<file path="config.mk">
export PLATFORM = sky130hd
export DESIGN_NAME = mult_div_unit
export DESIGN_NICKNAME = d
export VERILOG_FILES = /design/src/rtl/multdiv_pkg.sv /design/src/rtl/mult_div_unit_div_core.sv /design/src/rtl/mult_div_unit.sv
export SDC_FILE = /design/constraint.sdc
export NUM_CORES = 1
export LEC_CHECK = 0
export CORE_AREA = 3 3 140 142
export CTS_CLUSTER_SIZE = 30
export DETAILED_ROUTE_END_ITERATION = 10
export DIE_AREA = 0 0 143 145
export PLACE_DENSITY_LB_ADDON = 0.25
export SLEW_MARGIN = 30
export SYNTH_ARGS = -nofsm -noshare
export SYNTH_HDL_FRONTEND = slang
export SYNTH_SLANG_ARGS = --single-unit
</file>
<file path="constraint.sdc">
create_clock -name clk -period 4 [get_ports clk]
set_input_delay 1 -clock clk [delete_from_list [all_inputs] [get_ports clk]]
set_output_delay 1 -clock clk [all_outputs]
set_load 0.005 [all_outputs]
</file>
<file path="src/rtl/multdiv_pkg.sv">
// Shared definitions for mult_div_unit: FSM state encoding, default sizing and sign helper.
// The divide path is present only when MULTDIV_DIV_EN is defined.
package multdiv_pkg;

  localparam int unsigned WIDTH_DEF = 32;
  localparam int unsigned ITER_DEF  = WIDTH_DEF;
  localparam int unsigned MAXW      = 64;

  typedef enum logic [1:0] {
    S_IDLE,
    S_MULT,
    S_DIV,
    S_DONE
  } state_e;

  // Two's-complement negate when neg is set; callers zero-extend to MAXW and truncate.
  function automatic logic [MAXW-1:0] sign_fix(input logic [MAXW-1:0] v, input logic neg);
    return neg ? -v : v;
  endfunction

endpackage

</file>
<file path="src/rtl/mult_div_unit_div_core.sv">
// div_restore_core: restoring division on operand magnitudes, one quotient bit per step.
// Instantiated by mult_div_unit only when MULTDIV_DIV_EN is defined.
module div_restore_core
  import multdiv_pkg::*;
#(
  parameter int unsigned WIDTH = WIDTH_DEF
) (
  input  logic             clk,
  input  logic             reset,
  input  logic             load_i,
  input  logic             step_i,
  input  logic [WIDTH-1:0] dividend_i,
  input  logic [WIDTH-1:0] divisor_i,
  output logic [WIDTH-1:0] quo_o,
  output logic [WIDTH-1:0] rem_o
);

  logic [WIDTH-1:0] rem_q, rem_d;
  logic [WIDTH-1:0] quo_q, quo_d;
  logic [WIDTH-1:0] dvs_q, dvs_d;
  logic [WIDTH:0]   shifted;
  logic             ge;

  // The quotient register doubles as the dividend shifter: its MSB feeds the remainder.
  always_comb begin
    rem_d   = rem_q;
    quo_d   = quo_q;
    dvs_d   = dvs_q;
    shifted = {rem_q, quo_q[WIDTH-1]};
    ge      = (shifted >= {1'b0, dvs_q});
    if (load_i) begin
      rem_d = '0;
      quo_d = WIDTH'(sign_fix(MAXW'(dividend_i), dividend_i[WIDTH-1]));
      dvs_d = WIDTH'(sign_fix(MAXW'(divisor_i), divisor_i[WIDTH-1]));
    end else if (step_i) begin
      rem_d = ge ? WIDTH'(shifted - {1'b0, dvs_q}) : shifted[WIDTH-1:0];
      quo_d = {quo_q[WIDTH-2:0], ge};
    end
  end

  always_ff @(posedge clk) begin
    if (reset) begin
      rem_q <= '0;
      quo_q <= '0;
      dvs_q <= '0;
    end else begin
      rem_q <= rem_d;
      quo_q <= quo_d;
      dvs_q <= dvs_d;
    end
  end

  assign quo_o = quo_q;
  assign rem_o = rem_q;

endmodule

</file>
<file path="src/rtl/mult_div_unit.sv">
// mult_div_unit: multicycle signed Booth multiply / restoring divide into HI/LO.
// Define MULTDIV_DIV_EN to build the divide path; otherwise start_div is ignored.
module mult_div_unit
  import multdiv_pkg::*;
#(
  parameter int unsigned WIDTH = WIDTH_DEF
) (
  input  logic             clk,
  input  logic             reset,
  input  logic             start_mult,
  input  logic             start_div,
  input  logic [WIDTH-1:0] op_a,
  input  logic [WIDTH-1:0] op_b,
  output logic             busy,
  output logic             done,
  output logic             div_zero,
  output logic [WIDTH-1:0] hi,
  output logic [WIDTH-1:0] lo
);

  localparam int unsigned ITER = WIDTH;
  localparam int unsigned CW   = $clog2(WIDTH) + 1;

  state_e           state_q, state_d;
  logic [CW-1:0]    cnt_q, cnt_d;
  logic [WIDTH-1:0] hi_q, hi_d, lo_q, lo_d;
  logic [WIDTH:0]   acc_q, acc_d;
  logic [WIDTH-1:0] mq_q, mq_d, mcand_q, mcand_d;
  logic             qm1_q, qm1_d;
  logic [WIDTH:0]   m_ext, booth_sum, acc_n;
  logic [WIDTH-1:0] mq_n;

`ifdef MULTDIV_DIV_EN
  logic             dz_q, dz_d, dzp_q, dzp_d;
  logic             qneg_q, qneg_d, rneg_q, rneg_d;
  logic             div_load, div_step;
  logic [WIDTH-1:0] quo_mag, rem_mag;

  div_restore_core #(.WIDTH(WIDTH)) u_div (
    .clk       (clk),
    .reset     (reset),
    .load_i    (div_load),
    .step_i    (div_step),
    .dividend_i(op_a),
    .divisor_i (op_b),
    .quo_o     (quo_mag),
    .rem_o     (rem_mag)
  );

  assign div_zero = dz_q;
`else
  logic unused_start_div;
  assign unused_start_div = start_div;
  assign div_zero         = 1'b0;
`endif

  // Accumulator is one bit wider so adding/subtracting the most negative multiplicand cannot overflow.
  always_comb begin
    m_ext = {mcand_q[WIDTH-1], mcand_q};
    case ({mq_q[0], qm1_q})
      2'b01:   booth_sum = acc_q + m_ext;
      2'b10:   booth_sum = acc_q - m_ext;
      default: booth_sum = acc_q;
    endcase
    acc_n = {booth_sum[WIDTH], booth_sum[WIDTH:1]};
    mq_n  = {booth_sum[0], mq_q[WIDTH-1:1]};
  end

  always_comb begin
    state_d = state_q;
    cnt_d   = cnt_q;
    hi_d    = hi_q;
    lo_d    = lo_q;
    acc_d   = acc_q;
    mq_d    = mq_q;
    qm1_d   = qm1_q;
    mcand_d = mcand_q;
`ifdef MULTDIV_DIV_EN
    dz_d     = dz_q;
    dzp_d    = dzp_q;
    qneg_d   = qneg_q;
    rneg_d   = rneg_q;
    div_load = 1'b0;
    div_step = 1'b0;
`endif
    case (state_q)
      S_IDLE: begin
        if (start_mult) begin
          state_d = S_MULT;
          cnt_d   = '0;
          acc_d   = '0;
          mq_d    = op_b;
          qm1_d   = 1'b0;
          mcand_d = op_a;
`ifdef MULTDIV_DIV_EN
          dz_d    = 1'b0;
        end else if (start_div) begin
          state_d  = S_DIV;
          cnt_d    = '0;
          dz_d     = 1'b0;
          dzp_d    = (op_b == '0);
          qneg_d   = op_a[WIDTH-1] ^ op_b[WIDTH-1];
          rneg_d   = op_a[WIDTH-1];
          div_load = 1'b1;
`endif
        end
      end
      S_MULT: begin
        acc_d = acc_n;
        mq_d  = mq_n;
        qm1_d = mq_q[0];
        cnt_d = cnt_q + CW'(1);
        if (cnt_q == CW'(ITER - 1)) begin
          state_d = S_DONE;
          hi_d    = acc_n[WIDTH-1:0];
          lo_d    = mq_n;
        end
      end
`ifdef MULTDIV_DIV_EN
      S_DIV: begin
        if (dzp_q) begin
          state_d = S_DONE;
          dz_d    = 1'b1;
        end else if (cnt_q == CW'(ITER)) begin
          state_d = S_DONE;
          lo_d    = WIDTH'(sign_fix(MAXW'(quo_mag), qneg_q));
          hi_d    = WIDTH'(sign_fix(MAXW'(rem_mag), rneg_q));
        end else begin
          div_step = 1'b1;
          cnt_d    = cnt_q + CW'(1);
        end
      end
`endif
      S_DONE:  state_d = S_IDLE;
      default: state_d = S_IDLE;
    endcase
  end

  always_ff @(posedge clk) begin
    if (reset) begin
      state_q <= S_IDLE;
      cnt_q   <= '0;
      hi_q    <= '0;
      lo_q    <= '0;
      acc_q   <= '0;
      mq_q    <= '0;
      qm1_q   <= 1'b0;
      mcand_q <= '0;
`ifdef MULTDIV_DIV_EN
      dz_q    <= 1'b0;
      dzp_q   <= 1'b0;
      qneg_q  <= 1'b0;
      rneg_q  <= 1'b0;
`endif
    end else begin
      state_q <= state_d;
      cnt_q   <= cnt_d;
      hi_q    <= hi_d;
      lo_q    <= lo_d;
      acc_q   <= acc_d;
      mq_q    <= mq_d;
      qm1_q   <= qm1_d;
      mcand_q <= mcand_d;
`ifdef MULTDIV_DIV_EN
      dz_q    <= dz_d;
      dzp_q   <= dzp_d;
      qneg_q  <= qneg_d;
      rneg_q  <= rneg_d;
`endif
    end
  end

  assign busy = (state_q != S_IDLE);
  assign done = (state_q == S_DONE);
  assign hi   = hi_q;
  assign lo   = lo_q;

endmodule

</file>
==> reports/metrics.csv, run 1 <==
metric;value;unit
fmax;0.246;GHz
die_w;143;um
startpoint_type;flop;
period_needed;4.07;ns
syn_to_final_growth;33.5;%
reg2reg_depth;20;
synthArstFlopShare;0;%
crit_path_start;mcand_q[0];
ioPinCount;135;
violations;negative setup slack;
finalPower;0.00470;W
ys_top_cells_by_count;201 x nand2_1, 194 x nor2_1, 169 x dfxtp_1;
maxSlewViolCount;0;
grt_first_pass_wirelength;39600;um
die_area;0.0207;mm^2
drive_gt1_share;15.3;%
vias;9039;
synth_seq_cells;169;
worst-path-buf-inv;3;
path_depth;20;
slew_headroom;50.8;%
overflow;0;
port_buffers;132;
rsz0062_at_grt;true;
num-fill-cells;1662;
grt_pass1_vias;8135;
worstSkewPairLatency;0.43;ns
clock-sinks;169;
diodes;0;
remaining_drc_errors;0;
yosys-top-cells-area;dfxtp_1 37%, a21oi_1 8.9%, nand2_1 8.2%, nor2_1 7.9%, ha_1 4.8%;
ctsHoldBuffers;0;
clkTransAtPathRegs;0.07;ns
syn_inst;1245;
ys_seq_area_share;36.9;%
min_from;lo[13];
crit_chain;inv_2, ha_4, or4b_4, nor3_4, and3b_4, nand2_4, nor3_4, buf_6, a21oi_1, xnor2_1, ha_2, buf_4, a21o_1, a21o_1, a21oi_1, o21ai_0, nor3_1, mux2_2, a221o_1, a211oi_1;
max_stage_delay;0.49;ns
crit_required;4.34;ns
hold_viol_final;0;
setup_ws;-0.0711;ns
hold_path.class;reg -> reg;
grt_antenna_before_repair;0;
syn_avg_cell_area;7.37;um^2
grt_max_degree;79;
ys_warn_count;0;
setup_violations;6;
ys.flop_type;dfxtp_1;
min_period_over_period;102;%
cp_max_fo;6;
clk_path_buf_depth;2;
arrival;4.41;ns
htree_levels;4;
seqCellArea;0.00339;mm^2
dpl_worst_slack;-0.221;ns
grt_util_all_layers;22.7;%
multi_input_area;0.00570;mm^2
synth_top_area_share;36.9;%
rows;50;
fin_nets;1525;
start_util;49.4;%
crit_type;reg -> reg;
coreArea;0.0186;mm^2
max_cap_violations;0;
wire_per_inst;14.9;um
synth_edf_count;0;
fp.dieH;145;um
routed_wl;24800;um
ant_nets;0;
cts_buffers;17;
leakage;4.74;nW
syn_nets;1349;
root_buffer;clkbuf_16;
dp_hpwl;17100;um
worstHoldPathCells;2;
r2r-start;mcand_q[0];
crit_family;simple AND/OR/NAND/NOR gates;
yosysMostFrequentCell;nand2_1;
fin_worst_skew;0.0149;ns
routed_via_density;5.42;
drtPass1Iterations;5;
syn_area;0.00918;mm^2
worstMarginPinSlew;0.738;ns
stdcell_area;0.0123;mm^2
synth_cell_types;65;
power.density;384;mW/mm^2
cts_tree;yes;
ir_drop;0.324;mV
cp_slowest_cell;or4b_4;
status;finished, violations left;
yosys.area.top_type;dfxtp_1;
place_congestion;0.887;
dpl_cell_area;0.0112;mm^2
critPathCaptureType;flop;
first_iter_violations;618;
==> per-layer routing <==
layer	vias to the layer above	track usage [%]	wire, um
met5	-	0	0
met4	0	5.80	408
met3	34	3.39	1210
met2	229	36.1	11400
met1	4155	32.3	11800
li1	4621	-	-
==> final cells by class <==
| class | count | area share [%] |
|---|---|---|
| Multi-Input combinational cell | 966 | 46.5 |
| Sequential cell | 169 | 27.7 |
| Timing Repair Buffer | 243 | 17.9 |
| Clock buffer | 20 | 3.73 |
| Tap cell | 234 | 2.39 |
| Clock inverter | 12 | 1.06 |
| Inverter | 24 | 0.735 |
==> worst paths after layout <==
path	endpoint	slack [ns]
worst min-delay path	lo[13]	0.45
worst max-delay path	hi[30]	-0.07
worst min register to register	lo[13]	0.45
worst max register to register	hi[30]	-0.07
==> timing repair <==
item / 4_1_cts / 5_1_grt
setup endpoints to repair: 14 / 21
buffers inserted: 4 / 14
gates resized for setup: 28 / 57
pin swaps: 16 / 41
==> cells by family (layout without fill, tap and decap cells) <==
| logic type | count (synthesis) | after routing | share of synthesized area (%) |
|---|---|---|---|
| flip-flops | 169 | 169 | 36.9 |
| multiplexers | 13 | 13 | 1.47 |
| AND/OR/NAND/NOR | 545 | 545 | 26.1 |
| XOR/XNOR | 54 | 54 | 5.15 |
| adder cells (fa/ha/maj) | 36 | 36 | 4.99 |
| other | 1 | 1 | 0.0409 |
| AO/OA/AOI/OAI | 317 | 317 | 20.7 |
| buffers and inverters | 110 | 299 | 4.62 |
==> registers in the layout (all words and copies together) (netlist names) <==
register and cells:
state_q 2, qm1_q 1, acc_q 32, hi 32, mq_q 32, cnt_q 6, lo 32, mcand_q 32
==> worst min-delay path, stage by stage (launching register included) <==
cell     delay, ns
dfxtp_1       0.31
nand2_1       0.05
a21oi_1       0.05
==> power breakdown <==
part	total [W]	internal, W	switching, W
clock network	0.00165	0.000913	0.000736
logic	0.00124	0.000580	0.000657
registers	0.00181	0.00175	0.0000666
==> per-stage QoR <==
stage / utilization, % / setup TNS, ns / hold slack [ns] / std cells
final: 65.9 / -0.257 / 0.453 / 1668
after global placement: 60.4 / -1.33 / 0.442 / 1618
after global routing: 65.9 / -3.13 / 0.470 / 1668
after CTS: 64.3 / -0.00187 / 0.455 / 1654
after detailed placement: 60.4 / -1.75 / 0.446 / 1618
after floorplan: - / -0.0155 / 0.446 / 1245
==> layout by cell type (no fill, tap or decap), types with 5 or more instances in the layout <==
cell type	n
nand2_1	196
a21oi_1	154
xnor2_1	45
buf_6	8
o21ai_0	30
nand2b_1	7
a21o_1	14
dfxtp_2	5
clkdlybuf4s50_1	131
clkbuf_16	17
ha_1	32
o21a_1	6
nor2b_1	34
inv_2	5
a211oi_1	11
inv_6	5
a22oi_1	18
a31oi_1	7
mux2i_1	9
nor3_1	49
nand3_1	7
nor2_1	189
nand4_1	7
inv_1	19
nand3b_1	9
xor2_1	7
o21ai_1	10
buf_4	103
a311oi_1	5
a21oi_2	9
dfxtp_1	164
and2_1	6
(Power assumes the default switching activity.)
==> run 2, diff against run 1 <==
CTS_CLUSTER_SIZE = 25   (was 30)
SKIP_CTS_REPAIR_TIMING = 1   (was not set)
==> run 2 against run 1 <==
Effect of this change: the flow still finishes with violations (negative setup slack); count of clock-buffer cells in the layout is the same; critical path depth shrank 2; via count is essentially flat; worst hold slack is essentially flat; maximum frequency shrank 0.59%; sequential share of layout area shrank 0.17 points; cell count grew 0.12%; clock skew shrank 0.0017 ns; largest power group unchanged; highest routed layer unchanged.
==> reports/metrics.csv, run 2 (synthesis results as in run 1) <==
metric;value;unit;change
vias;9040;;+0.011%
dpl_cell_area;0.0112;mm^2;unchanged
start_util;49.4;%;unchanged
layout_commonest_cell;nand2_1;;
drtPass1Iterations;5;;unchanged
htree_levels;4;;unchanged
overflow;0;;unchanged
worstHoldPathCells;2;;unchanged
cts_tree;yes;;
die_area;0.0207;mm^2;unchanged
syn_to_final_growth;34.3;%;
first_iter_violations;652;;+5.5%
place_congestion;0.887;;unchanged
ant_nets;0;;unchanged
root_buffer;clkbuf_16;;
ioPinCount;135;;unchanged
setup_violations;10;;+4
arrival;4.43;ns;+0.02 ns
remaining_drc_errors;0;;unchanged
rsz0062_at_grt;true;;
reg2reg_slack;-0.1;ns;-0.02 ns
drive_gt1_share;15.7;%;+0.47 points
hold_ws;0.453;ns;-0.000140 ns
cp_slowest_cell;or4_4;;
worst-path-buf-inv;2;;-1
setup_ws;-0.0953;ns;-0.0242 ns
rr_endpoint;hi[31];;
grt_max_degree;79;;unchanged
critPathCaptureType;flop;;
crit_chain;or4_4, buf_6, nor3_4, and3b_4, nand2_4, nor3_4, buf_6, a21oi_2, xnor2_1, ha_2, a21oi_4, o21ba_4, nor2b_4, a2111oi_4, and2_1, a221o_1, or4_1, a311oi_1;;
worstSkewPairLatency;0.43;ns;about the same
reg2reg_depth;18;;-10%
min_from;lo[13];;
utilization;66.4;%;+0.41 points
rows;50;;unchanged
ir_drop;0.321;mV;-1.1%
fp.dieH;145;um;unchanged
fin_nets;1527;;+0.13%
finalPower;0.00470;W;about the same
slew_headroom;51.5;%;+0.66 points
grt_antenna_before_repair;0;;unchanged
fmax;0.244;GHz;-0.59%
grt_first_pass_wirelength;39200;um;-0.80%
hold_path.class;reg -> reg;;
status;finished, violations left;;
num-fill-cells;1644;;-1.1%
wire_per_inst;14.9;um;+0.48%
violations;negative setup slack;;
cp_max_fo;3;;-3
max_cap_violations;0;;unchanged
grt_util_all_layers;22.6;%;-0.17 points
fin_worst_skew;0.0133;ns;-0.00165 ns
hold_path_end;lo[13];;
port_buffers;132;;unchanged
clock-sinks;169;;unchanged
coreArea;0.0186;mm^2;unchanged
period_needed;4.10;ns;+0.0242 ns
crit_type;reg -> reg;;
crit_required;4.33;ns;about the same
startpoint_type;flop;;
final_cell_mix;197 x nand2_1, 188 x nor2_1, 164 x dfxtp_1, 153 x a21oi_1, 131 x clkdlybuf4s50_1;;
routed_via_density;5.41;;-0.11%
clkTransAtPathRegs;0.07;ns;about the same
clk_path_buf_depth;2;;unchanged
r2r-start;mcand_q[8];;
power.density;382;mW/mm^2;-0.54%
hold_viol_final;0;;unchanged
die_w;143;um;unchanged
crit_family;simple AND/OR/NAND/NOR gates;;
routed_wl;25000;um;+0.60%
max_stage_delay;0.55;ns;+0.06 ns
maxSlewViolCount;0;;unchanged
grt_pass1_vias;8066;;-0.85%
cts_buffers;17;;unchanged
dp_hpwl;17100;um;unchanged
diodes;0;;unchanged
stdcell_area;0.0123;mm^2;+0.62%
min_period_over_period;102;%;+0.60 points
leakage;4.76;nW;+0.34%
worstMarginPinSlew;0.728;ns;-0.00991 ns
run 2: power by group:
part	internal (W)	switching (W)
Sequential	0.00175	0.0000671
Combinational	0.000581	0.000662
Clock	0.000913	0.000732
run 2: final cells by class:
type	instances	area [um^2]	area share, %
Timing Repair Buffer	245	2220	18.0
Inverter	24	90.1	0.731
Clock buffer	20	457	3.70
Tap cell	234	293	2.37
Clock inverter	12	130	1.06
Multi-Input combinational cell	966	5750	46.7
Sequential cell	169	3390	27.5
run 2: worst max-delay path by stage:
stage                from   endpoint  depth (start not counted)
4_1_cts        mcand_q[0]  acc_q[24]                         16
2_1_floorplan  mcand_q[8]     hi[31]                         17
5_1_grt        mcand_q[0]     hi[31]                         19
3_3_place_gp   mcand_q[8]     hi[29]                         17
3_5_place_dp   mcand_q[8]  acc_q[29]                         17
6_report       mcand_q[8]     hi[31]                         18
run 2: worst min-delay path: cells and delay by family (launching register included):
kind	cells	cell delay (ns)
AO/OA/AOI/OAI	1	0.05
flip-flops	1	0.31
AND/OR/NAND/NOR	1	0.05
run 2: metal layers:
metal | vias up | part of all wire [%] | track usage [%]
met5 | - | 0 | 0
met4 | 0 | 1.8 | 5.80
met3 | 37 | 4.9 | 3.39
met2 | 246 | 46 | 35.7
met1 | 4132 | 47 | 32.2
li1 | 4625 | - | -
run 2: metrics by stage:
step	cells	setup slack (ns)	setup TNS [ns]
3_5_place_dp	1618	-0.221	-1.75
6_report	1670	-0.0953	-0.376
4_1_cts	1650	-0.270	-2.58
3_3_place_gp	1618	-0.179	-1.33
5_1_grt	1670	-0.293	-3.53
2_1_floorplan	1245	-0.0155	-0.0155
